--- src/rtl/uart_pkg.sv ---
// Shared UART definitions: FSM state encoding and frame-format constants
// used by both the transmitter and the receiver so the two ends agree.
package uart_pkg;

    typedef enum logic [2:0] {
        ST_IDLE   = 3'd0,
        ST_START  = 3'd1,
        ST_DATA   = 3'd2,
        ST_PARITY = 3'd3,
        ST_STOP   = 3'd4
    } uart_state_e;

    localparam logic LINE_MARK  = 1'b1;
    localparam logic LINE_SPACE = 1'b0;

    localparam int DEF_CLK_DIV    = 16;
    localparam int DEF_DATA_BITS  = 8;
    localparam int DEF_PARITY_EN  = 0;
    localparam int DEF_PARITY_ODD = 0;
    localparam int DEF_STOP_BITS  = 1;

    function automatic int frame_bits(input int data_bits, input int parity_en,
                                      input int stop_bits);
        return 1 + data_bits + parity_en + stop_bits;
    endfunction

endpackage

--- src/rtl/uart_baud_tick.sv ---
// Divide-by-CLK_DIV bit-period counter with synchronous restart; tick marks
// the last clock cycle of each bit period.
module uart_baud_tick #(
    parameter int CLK_DIV = 16
) (
    input  logic clk,
    input  logic rst,
    input  logic restart,
    output logic tick
);

    localparam int CNT_W = (CLK_DIV > 1) ? $clog2(CLK_DIV) : 1;
    localparam logic [CNT_W-1:0] CNT_LAST = CNT_W'(CLK_DIV - 1);

    logic [CNT_W-1:0] cnt_q;
    logic [CNT_W-1:0] cnt_d;

    always_comb begin
        cnt_d = cnt_q + 1'b1;
        if (restart || (cnt_q == CNT_LAST)) begin
            cnt_d = '0;
        end
    end

    always_ff @(posedge clk) begin
        if (rst) begin
            cnt_q <= '0;
        end else begin
            cnt_q <= cnt_d;
        end
    end

    assign tick = (cnt_q == CNT_LAST);

endmodule

--- src/rtl/uart_tx.sv ---
// UART transmitter: valid/ready byte intake, LSB-first serialisation with
// optional parity and 1 or 2 stop bits, registered line output.
//
// state     | meaning
// ST_IDLE   | line at mark, ready for a byte
// ST_START  | start bit (space) for one bit period
// ST_DATA   | DATA_BITS data bits, shift register bit 0 on the line
// ST_PARITY | parity bit, present only when PARITY_EN
// ST_STOP   | STOP_BITS stop bits; last cycle may accept the next byte
module uart_tx
    import uart_pkg::*;
#(
    parameter int CLK_DIV    = DEF_CLK_DIV,
    parameter int DATA_BITS  = DEF_DATA_BITS,
    parameter int PARITY_EN  = DEF_PARITY_EN,
    parameter int PARITY_ODD = DEF_PARITY_ODD,
    parameter int STOP_BITS  = DEF_STOP_BITS
) (
    input  logic                 clk,
    input  logic                 rst,
    input  logic [DATA_BITS-1:0] tx_data,
    input  logic                 tx_valid,
    output logic                 tx_ready,
    output logic                 tx,
    output logic                 tx_busy,
    output logic                 tx_done
);

    localparam int IDX_W = $clog2(DATA_BITS);
    localparam logic [IDX_W-1:0] IDX_LAST = IDX_W'(DATA_BITS - 1);
    localparam logic STOP_LAST = (STOP_BITS == 2);
    localparam logic ODD_SEL = (PARITY_ODD != 0);

    uart_state_e          state_q, state_d;
    logic [DATA_BITS-1:0] shift_q, shift_d;
    logic [IDX_W-1:0]     idx_q, idx_d;
    logic                 stop_q, stop_d;
    logic                 parity_q, parity_d;
    logic                 tx_q, tx_d;
    logic                 done_q, done_d;
    logic                 tick;
    logic                 restart;
    logic                 accept;

    // The bit-period counter is held at zero while idle and realigned on
    // every state change, so each state spans whole bit periods.
    assign restart = (state_q == ST_IDLE) || (state_d != state_q);

    uart_baud_tick #(
        .CLK_DIV(CLK_DIV)
    ) u_baud (
        .clk    (clk),
        .rst    (rst),
        .restart(restart),
        .tick   (tick)
    );

    assign tx_ready = (state_q == ST_IDLE) ||
                      ((state_q == ST_STOP) && tick && (stop_q == STOP_LAST));
    assign accept   = tx_valid && tx_ready;

    always_comb begin
        state_d  = state_q;
        shift_d  = shift_q;
        idx_d    = idx_q;
        stop_d   = stop_q;
        parity_d = parity_q;
        done_d   = 1'b0;

        case (state_q)
            ST_IDLE: begin
                if (accept) begin
                    state_d = ST_START;
                end
            end
            ST_START: begin
                if (tick) begin
                    state_d = ST_DATA;
                    idx_d   = '0;
                end
            end
            ST_DATA: begin
                if (tick) begin
                    shift_d = shift_q >> 1;
                    if (idx_q == IDX_LAST) begin
                        state_d = (PARITY_EN != 0) ? ST_PARITY : ST_STOP;
                        stop_d  = 1'b0;
                    end else begin
                        idx_d = idx_q + 1'b1;
                    end
                end
            end
            ST_PARITY: begin
                if (tick) begin
                    state_d = ST_STOP;
                    stop_d  = 1'b0;
                end
            end
            ST_STOP: begin
                if (tick) begin
                    if (stop_q == STOP_LAST) begin
                        done_d  = 1'b1;
                        state_d = accept ? ST_START : ST_IDLE;
                    end else begin
                        stop_d = stop_q + 1'b1;
                    end
                end
            end
            default: begin
                state_d = ST_IDLE;
            end
        endcase

        // Parity is taken from the latched byte, never from the live input.
        if (accept) begin
            shift_d  = tx_data;
            parity_d = (^tx_data) ^ ODD_SEL;
            idx_d    = '0;
            stop_d   = 1'b0;
        end

        case (state_q)
            ST_START:  tx_d = LINE_SPACE;
            ST_DATA:   tx_d = shift_q[0];
            ST_PARITY: tx_d = parity_q;
            default:   tx_d = LINE_MARK;
        endcase
    end

    always_ff @(posedge clk) begin
        if (rst) begin
            state_q  <= ST_IDLE;
            shift_q  <= '0;
            idx_q    <= '0;
            stop_q   <= 1'b0;
            parity_q <= 1'b0;
            tx_q     <= LINE_MARK;
            done_q   <= 1'b0;
        end else begin
            state_q  <= state_d;
            shift_q  <= shift_d;
            idx_q    <= idx_d;
            stop_q   <= stop_d;
            parity_q <= parity_d;
            tx_q     <= tx_d;
            done_q   <= done_d;
        end
    end

    assign tx      = tx_q;
    assign tx_busy = (state_q != ST_IDLE);
    assign tx_done = done_q;

endmodule

--- config.mk ---
export PLATFORM = sky130hd
export DESIGN_NAME = uart_tx
export DESIGN_NICKNAME = d
export VERILOG_FILES = /design/src/rtl/uart_pkg.sv /design/src/rtl/uart_baud_tick.sv /design/src/rtl/uart_tx.sv
export SDC_FILE = /design/constraint.sdc
export NUM_CORES = 1
export LEC_CHECK = 0
export CORE_UTILIZATION = 30
export DETAILED_ROUTE_END_ITERATION = 10
export GPL_ROUTABILITY_DRIVEN = 1
export GPL_TIMING_DRIVEN = 1
export SLEW_MARGIN = 20
export SYNTH_ARGS = -nofsm -noshare
export SYNTH_HDL_FRONTEND = slang
export SYNTH_SLANG_ARGS = --single-unit
--- constraint.sdc ---
create_clock -name clk -period 2.7 [get_ports clk]
set_input_delay 0.27 -clock clk [delete_from_list [all_inputs] [get_ports clk]]
set_output_delay 0.27 -clock clk [all_outputs]
set_load 0.01 [all_outputs]
=== After elaboration in Yosys (flattened, before gate mapping) ===
Cells that the tools add are included.

* Add/sub/neg operators: 3
* Equality and inequality tests: 13
* Muxes and demuxes: 24
* Bitwise gates (word level): 3
* Reduce and logical (&&, ||, !) cells: 19

{| class="wikitable"
|+ Operators with widths
! kind !! number
|-
| $mux W3 || 10
|-
| $mux W8 || 3
|-
| $pmux W3 S5 || 1
|-
| $ne A2 B2 Y1 const B || 6
|-
| $reduce_xor A8 Y1 || 1
|-
| $mux W1 || 7
|-
| $eq A3 B2 Y1 const B || 2
|-
| $eq A3 B3 Y1 const B || 2
|-
| $pmux W1 S3 || 2
|-
| $pmux W3 S2 || 1
|-
| $reduce_bool A2 Y1 || 3
|-
| $reduce_bool A3 Y1 || 2
|-
| $reduce_and A5 Y1 || 1
|-
| $add A4 B1 Y4 const B || 1
|-
| $eq A4 B4 Y1 const B || 1
|-
| $reduce_and A4 Y1 || 1
|-
| $reduce_or A2 Y1 || 2
|-
| $add A3 B1 Y3 const B || 1
|-
| $eq A3 B1 Y1 const B || 1
|-
| $logic_and A1 B1 Y1 || 3
|-
| $logic_not A3 Y1 || 1
|-
| $logic_or A1 B1 Y1 || 3
|-
| $ne A3 B3 Y1 || 1
|-
| $not A1 Y1 || 3
|-
| other kinds (3) || 3
|}

* Register bits: 22
* Bits of input ports: 11
* Output and inout bits: 4
* Word-level logic and storage cells: 70

=== Depth between registers and ports, before layout ===
* Word-level depth: 13
* Gate-level depth with buffers: 6
* Mapped depth without buffers: 6

=== Modules after synthesis ===
From an unflattened synthesis, not the netlist that was laid out.

* Cell total of the unflattened synthesis: 112
* Area, all modules: 1,017.2 um^2

{| class="wikitable"
|+ By module, submodules not included
! module !! instances !! cells each !! area each (um^2) !! seq. area each (um^2)
|-
| uart_tx || 1 || 96 || 859.6 || 340.3
|-
| uart_baud_tick || 1 || 16 || 157.7 || 80.1
|}

=== Worst setup path after synthesis ===
Ideal clock, no wire load.

* Path type: register to register
* From: register idx_q[0]
* To: register idx_q[0]
* Library setup time: 0.130 ns
* Arrival time: 1.622 ns
* Data required time: 2.570 ns
* Path slack: 0.947 ns
* Stages on the path, launching flop included: 7
* Buffers on the path: 0
* Period minus slack after synthesis: 1.753 ns
* Cell sequence: dfxtp_1 > ha_1 > ha_1 > or3b_4 > a211oi_4 > mux2i_1 > nor3_2

* Word-level cells in the longest chain between the ends: 4
* Elaborated cells between the ends (all ways): 7
* Those cells by class: add/sub: 1; eq/ne: 2; mux: 3; reduce/logical: 1

{| class="wikitable"
|+ Ends and longest elaborated chain
! item !! line !! source
|-
| from (decl) || uart_tx.sv:36 || <nowiki>logic [IDX_W-1:0] idx_q, idx_d;</nowiki>
|-
| from (signal assigned) || uart_tx.sv:142 || <nowiki>idx_q <= idx_d;</nowiki>
|-
| $add A3 B1 Y3 || uart_tx.sv:89 || <nowiki>idx_d = idx_q + 1'b1;</nowiki>
|-
| $mux W3 || uart_tx.sv:85 || <nowiki>if (idx_q == IDX_LAST) begin</nowiki>
|-
| $mux W3 || uart_tx.sv:83 || <nowiki>if (tick) begin</nowiki>
|-
| $pmux W3 S2 || uart_tx.sv:70 || <nowiki>case (state_q)</nowiki>
|}

Several ways; a longest one is shown, not always the timed one. The select of a mux whose other input is x is not followed.
A chain may end at the register's enable or synchronous reset.

=== Worst setup path after layout ===
* From: register u_baud.cnt_q[0]
* To: output port tx_ready

* Word-level cells in the longest chain between the ends: 4

{| class="wikitable"
|+ Ends and longest elaborated chain
! item !! line !! source
|-
| from (decl) || uart_baud_tick.sv:15 || <nowiki>logic [CNT_W-1:0] cnt_q;</nowiki>
|-
| from (signal assigned) || uart_baud_tick.sv:29 || <nowiki>cnt_q <= cnt_d;</nowiki>
|-
| $eq A4 B4 Y1 || uart_baud_tick.sv:33 || <nowiki>assign tick = (cnt_q == CNT_LAST);</nowiki>
|-
| $logic_and A1 B1 Y1 (2 in a row) || uart_tx.sv:59 || <nowiki>((state_q == ST_STOP) && tick && (stop_q == STOP_LAST));</nowiki>
|-
| $logic_or A1 B1 Y1 || uart_tx.sv:58 || <nowiki>assign tx_ready = (state_q == ST_IDLE) ||</nowiki>
|-
| to (decl) || uart_tx.sv:23 || <nowiki>output logic tx_ready,</nowiki>
|}

Every way passes these cells.

==> qor.txt <==
Worst min path class: flip-flop to flip-flop
Worst-Skew Late Latency: 0.31 ns
TritonRoute pass-1 iters: 4
CP arrival: 1.93 ns
Post-DP Area: 1190 µm²
Startpoint types: flip-flop
P_int: 428 µW
Routed WL: 2050 µm
Sequential Power Share: 57.8%
Dpl hpwl: 1480 µm
CP startpoint: u_baud.cnt_q[0]$_SDFF_PP0_
Min Hold Slack: 0.464 ns
Place WS: 0.552 ns
FMAX: 0.455 GHz
Hold_buf cts: 0
#FFs+latches synth: 21
Port bufs: 14
NetSw: 149 µW
P_leak: 0.000409 µW
CP Capture Point: tx_ready
DRC: 0
Root buf cell: clkbuf_4
Placed insts: 167
Most common cell in the synthesized netlist: dfxtp_1
Post-route ant nets: 0
Async SR Flop Fraction: 0%
Initial antenna violation count: 0
Vias in the first global route: 785
Critical-path top delay cell: clkdlybuf4s50_1
Syn Inst Count: 116
WP data required: 2.43 ns
Largest family of logic cells by synthesized area: simple AND/OR/NAND/NOR gates
Mapped Nets: 130
Max incr delay on CP: 0.55 ns
H-tree Lvls: 1
Mux contribution to synthesized area: 0.967%
Final min period: 2.20 ns
Largest net degree at the start of global routing: 19
# setup viols final: 0
Final worst slack: 0.500 ns
Layout cells sized above 1: 8.66%
Number of max-cap violations: 0
Hold Vio Cnt, Final: 0
Final period utilization: 81.5%
Die H: 60.7 µm
Final std cells w/o fill: 171
Total die area: 3690 µm²
Cell area power density: 473 nW/µm²
Post-Synth Adder-Cell Area: 3.63%
Post-route cell area: 1220 µm²
Post-synth top area cell: dfxtp_1
Xor/xnor share of the synthesized area: 7.62%
Ys Warns: 0
Slew @ Worst Pin: 0.759 ns
Grt ovf: 0
EDFF count, synth: 0
Post-synth top area share: 40.6%
Netlist cell types: 35
Most instantiated cells after synthesis: dfxtp_1 (21), nand3_1 (12), a21oi_1 (11)
Skew final: 0.00454 ns
Syn_area_per_cell: 8.92 µm²
Area Overhead vs Synth: 17.9%
First-pass GRT wire length: 3330 µm
FF-to-FF Start: idx_q[0]$_SDFFE_PP0P_
CTS tree: yes
Initial Util: 32.8%
Synth area leaders: dfxtp_1 (41%), xnor2_1 (6.8%), nand3_1 (5.8%)
Antenna diodes: 0
Sw frac: 25.8%
Placer Congestion: 0.780
Via density: 5.07
Post-synthesis sequential area ratio: 40.6%
Total GRT Usage: 12.3%
Max Buffers Root-to-Sink: 2
Reg2reg setup slack: 0.79 ns
Combinational Power Share: 15.3%
Final max-slew violation count: 0
RR Endpoint: idx_q[1]$_SDFFE_PP0P_
CTS Buf Count: 3
Area of the mapped netlist: 1030 µm²
Crit-path max FO: 7
Via count: 867
DRT iter0 DRCs: 36
Setup Fix Bufs, Post-CTS: 0
Nets: 142
Setup TNS: 0 ns
I/O pins: 15
Relative slew slack: 49.1%
Clock share of power: 26.9%
Synth Flop Type: dfxtp_1
Post-Synth Simple-Gate Area: 24.4%
Unrepaired setup endpoints after global routing: false
Outcome: completed
Core area: 3150 µm²
Fill count: 348
Worst setup EP type: output pin
CP Cell Sequence: ha_1 -> nand3_1 -> a21oi_1 -> clkdlybuf4s50_1
Worst-path clk slew: 0.11 ns
Post-CTS sizing: 0
Sink Count: 21
Setup Crit Path Kind: flip-flop to output pin
FP Rows: 20
Die Wd: 60.7 µm
Synth Area in Compound Gates: 17.8%
Wire per inst: 12.0 µm
Peak VDD IR: 296 µV
Worst R2R Path Depth: 6
## area by class of cell
type	count	area, µm²	share of cell area (%)
multi-input combinational	85	563	46.2
sequential	21	420	34.5
timing repair buffer	15	148	12.1
tap	44	55.1	4.51
clock buffer	4	26.3	2.15
inverter	2	7.51	0.615
## placed cells by master (no fill, tap or decap)
cell type,synthesis,final
dfxtp_1,21,21
clkdlybuf4s50_1,0,14
nand3_1,12,12
a21oi_1,11,11
nor2_1,10,10
xnor2_1,8,8
nand2_1,7,7
a22oi_1,5,5
nor3b_1,3,3
nand2b_1,3,3
ha_1,3,3
clkbuf_4,0,3
or3_1,2,2
inv_1,2,2
a311oi_1,2,2
a211oi_2,2,2
nor3_1,2,2
or2_2,1,1
and3_1,1,1
o21ai_1,0,1
nor3b_2,1,1
and2_1,1,1
or3b_4,1,1
a211oi_4,1,1
a21boi_0,1,1
nor2b_1,1,1
mux2i_1,1,1
nor3_2,1,1
o2111ai_1,1,1
a211oi_1,1,1
nor4_1,1,1
xor2_1,1,1
clkbuf_1,3,1
buf_4,1,1
## kinds of logic (layout without fill, tap and decap cells)
kind of cell    count (synthesis)  after routing
simple gates                   47             47
compound gates                 25             25
flops                          21             21
buf+inv                        10             21
xor+xnor                        9              9
fa+ha+maj                       3              3
mux                             1              1
## per-stage QoR
stage | utilization [%] | total power (µW)
global route | 38.7 | 603
finish | 38.7 | 576
global placement | 37.9 | 427
detailed placement | 37.9 | 429
floorplan | - | 396
CTS | 38.7 | 584
## worst min path at each step
stage | start | endpoint | slack, ns | cells past startpoint
5_1_grt | u_baud.cnt_q[0]$_SDFF_PP0_ | u_baud.cnt_q[0]$_SDFF_PP0_ | 0.49 | 1
3_3_place_gp | u_baud.cnt_q[0]$_SDFF_PP0_ | u_baud.cnt_q[0]$_SDFF_PP0_ | 0.43 | 1
3_5_place_dp | u_baud.cnt_q[0]$_SDFF_PP0_ | u_baud.cnt_q[0]$_SDFF_PP0_ | 0.45 | 1
2_1_floorplan | tx_data[7] | shift_q[7]$_SDFFE_PP0P_ | 0.41 | 2
4_1_cts | u_baud.cnt_q[0]$_SDFF_PP0_ | u_baud.cnt_q[0]$_SDFF_PP0_ | 0.46 | 1
6_report | u_baud.cnt_q[0]$_SDFF_PP0_ | u_baud.cnt_q[0]$_SDFF_PP0_ | 0.46 | 1
## power by group through the flow
| stage | clock network, µW | logic, µW | registers (µW) |
|---|---|---|---|
| 6_report | 155 | 88.2 | 333 |
| 5_1_grt | 172 | 95.7 | 335 |
| 4_1_cts | 162 | 89.1 | 333 |
| 3_5_place_dp | 0 | 88.6 | 340 |
| 3_3_place_gp | 0 | 86.8 | 340 |
| 2_1_floorplan | 0 | 60.0 | 336 |
## per-layer routing
metal,share of wire [%],up-vias,track usage [%]
li1,-,431,-
met1,48,411,14.7
met2,47,23,20.7
met3,4.1,2,4.48
met4,0.83,0,3.90
met5,0,-,0
## worst max-delay path, delay by kind of cell, from the launching register on
| family | cells | cell delay [ns] |
|---|---|---|
| compound gates | 1 | 0.22 |
| simple gates | 1 | 0.27 |
| fa+ha+maj | 1 | 0.22 |
| flops | 1 | 0.37 |
| buf+inv | 1 | 0.55 |
## registers in the layout, indices dropped and copies added (netlist names)
register	count
idx_q	3
parity_q	1
shift_q	8
state_q	3
tx	1
tx_done	1
u_baud.cnt_q	4
Note: power is estimated with default switching activity, not from simulation.
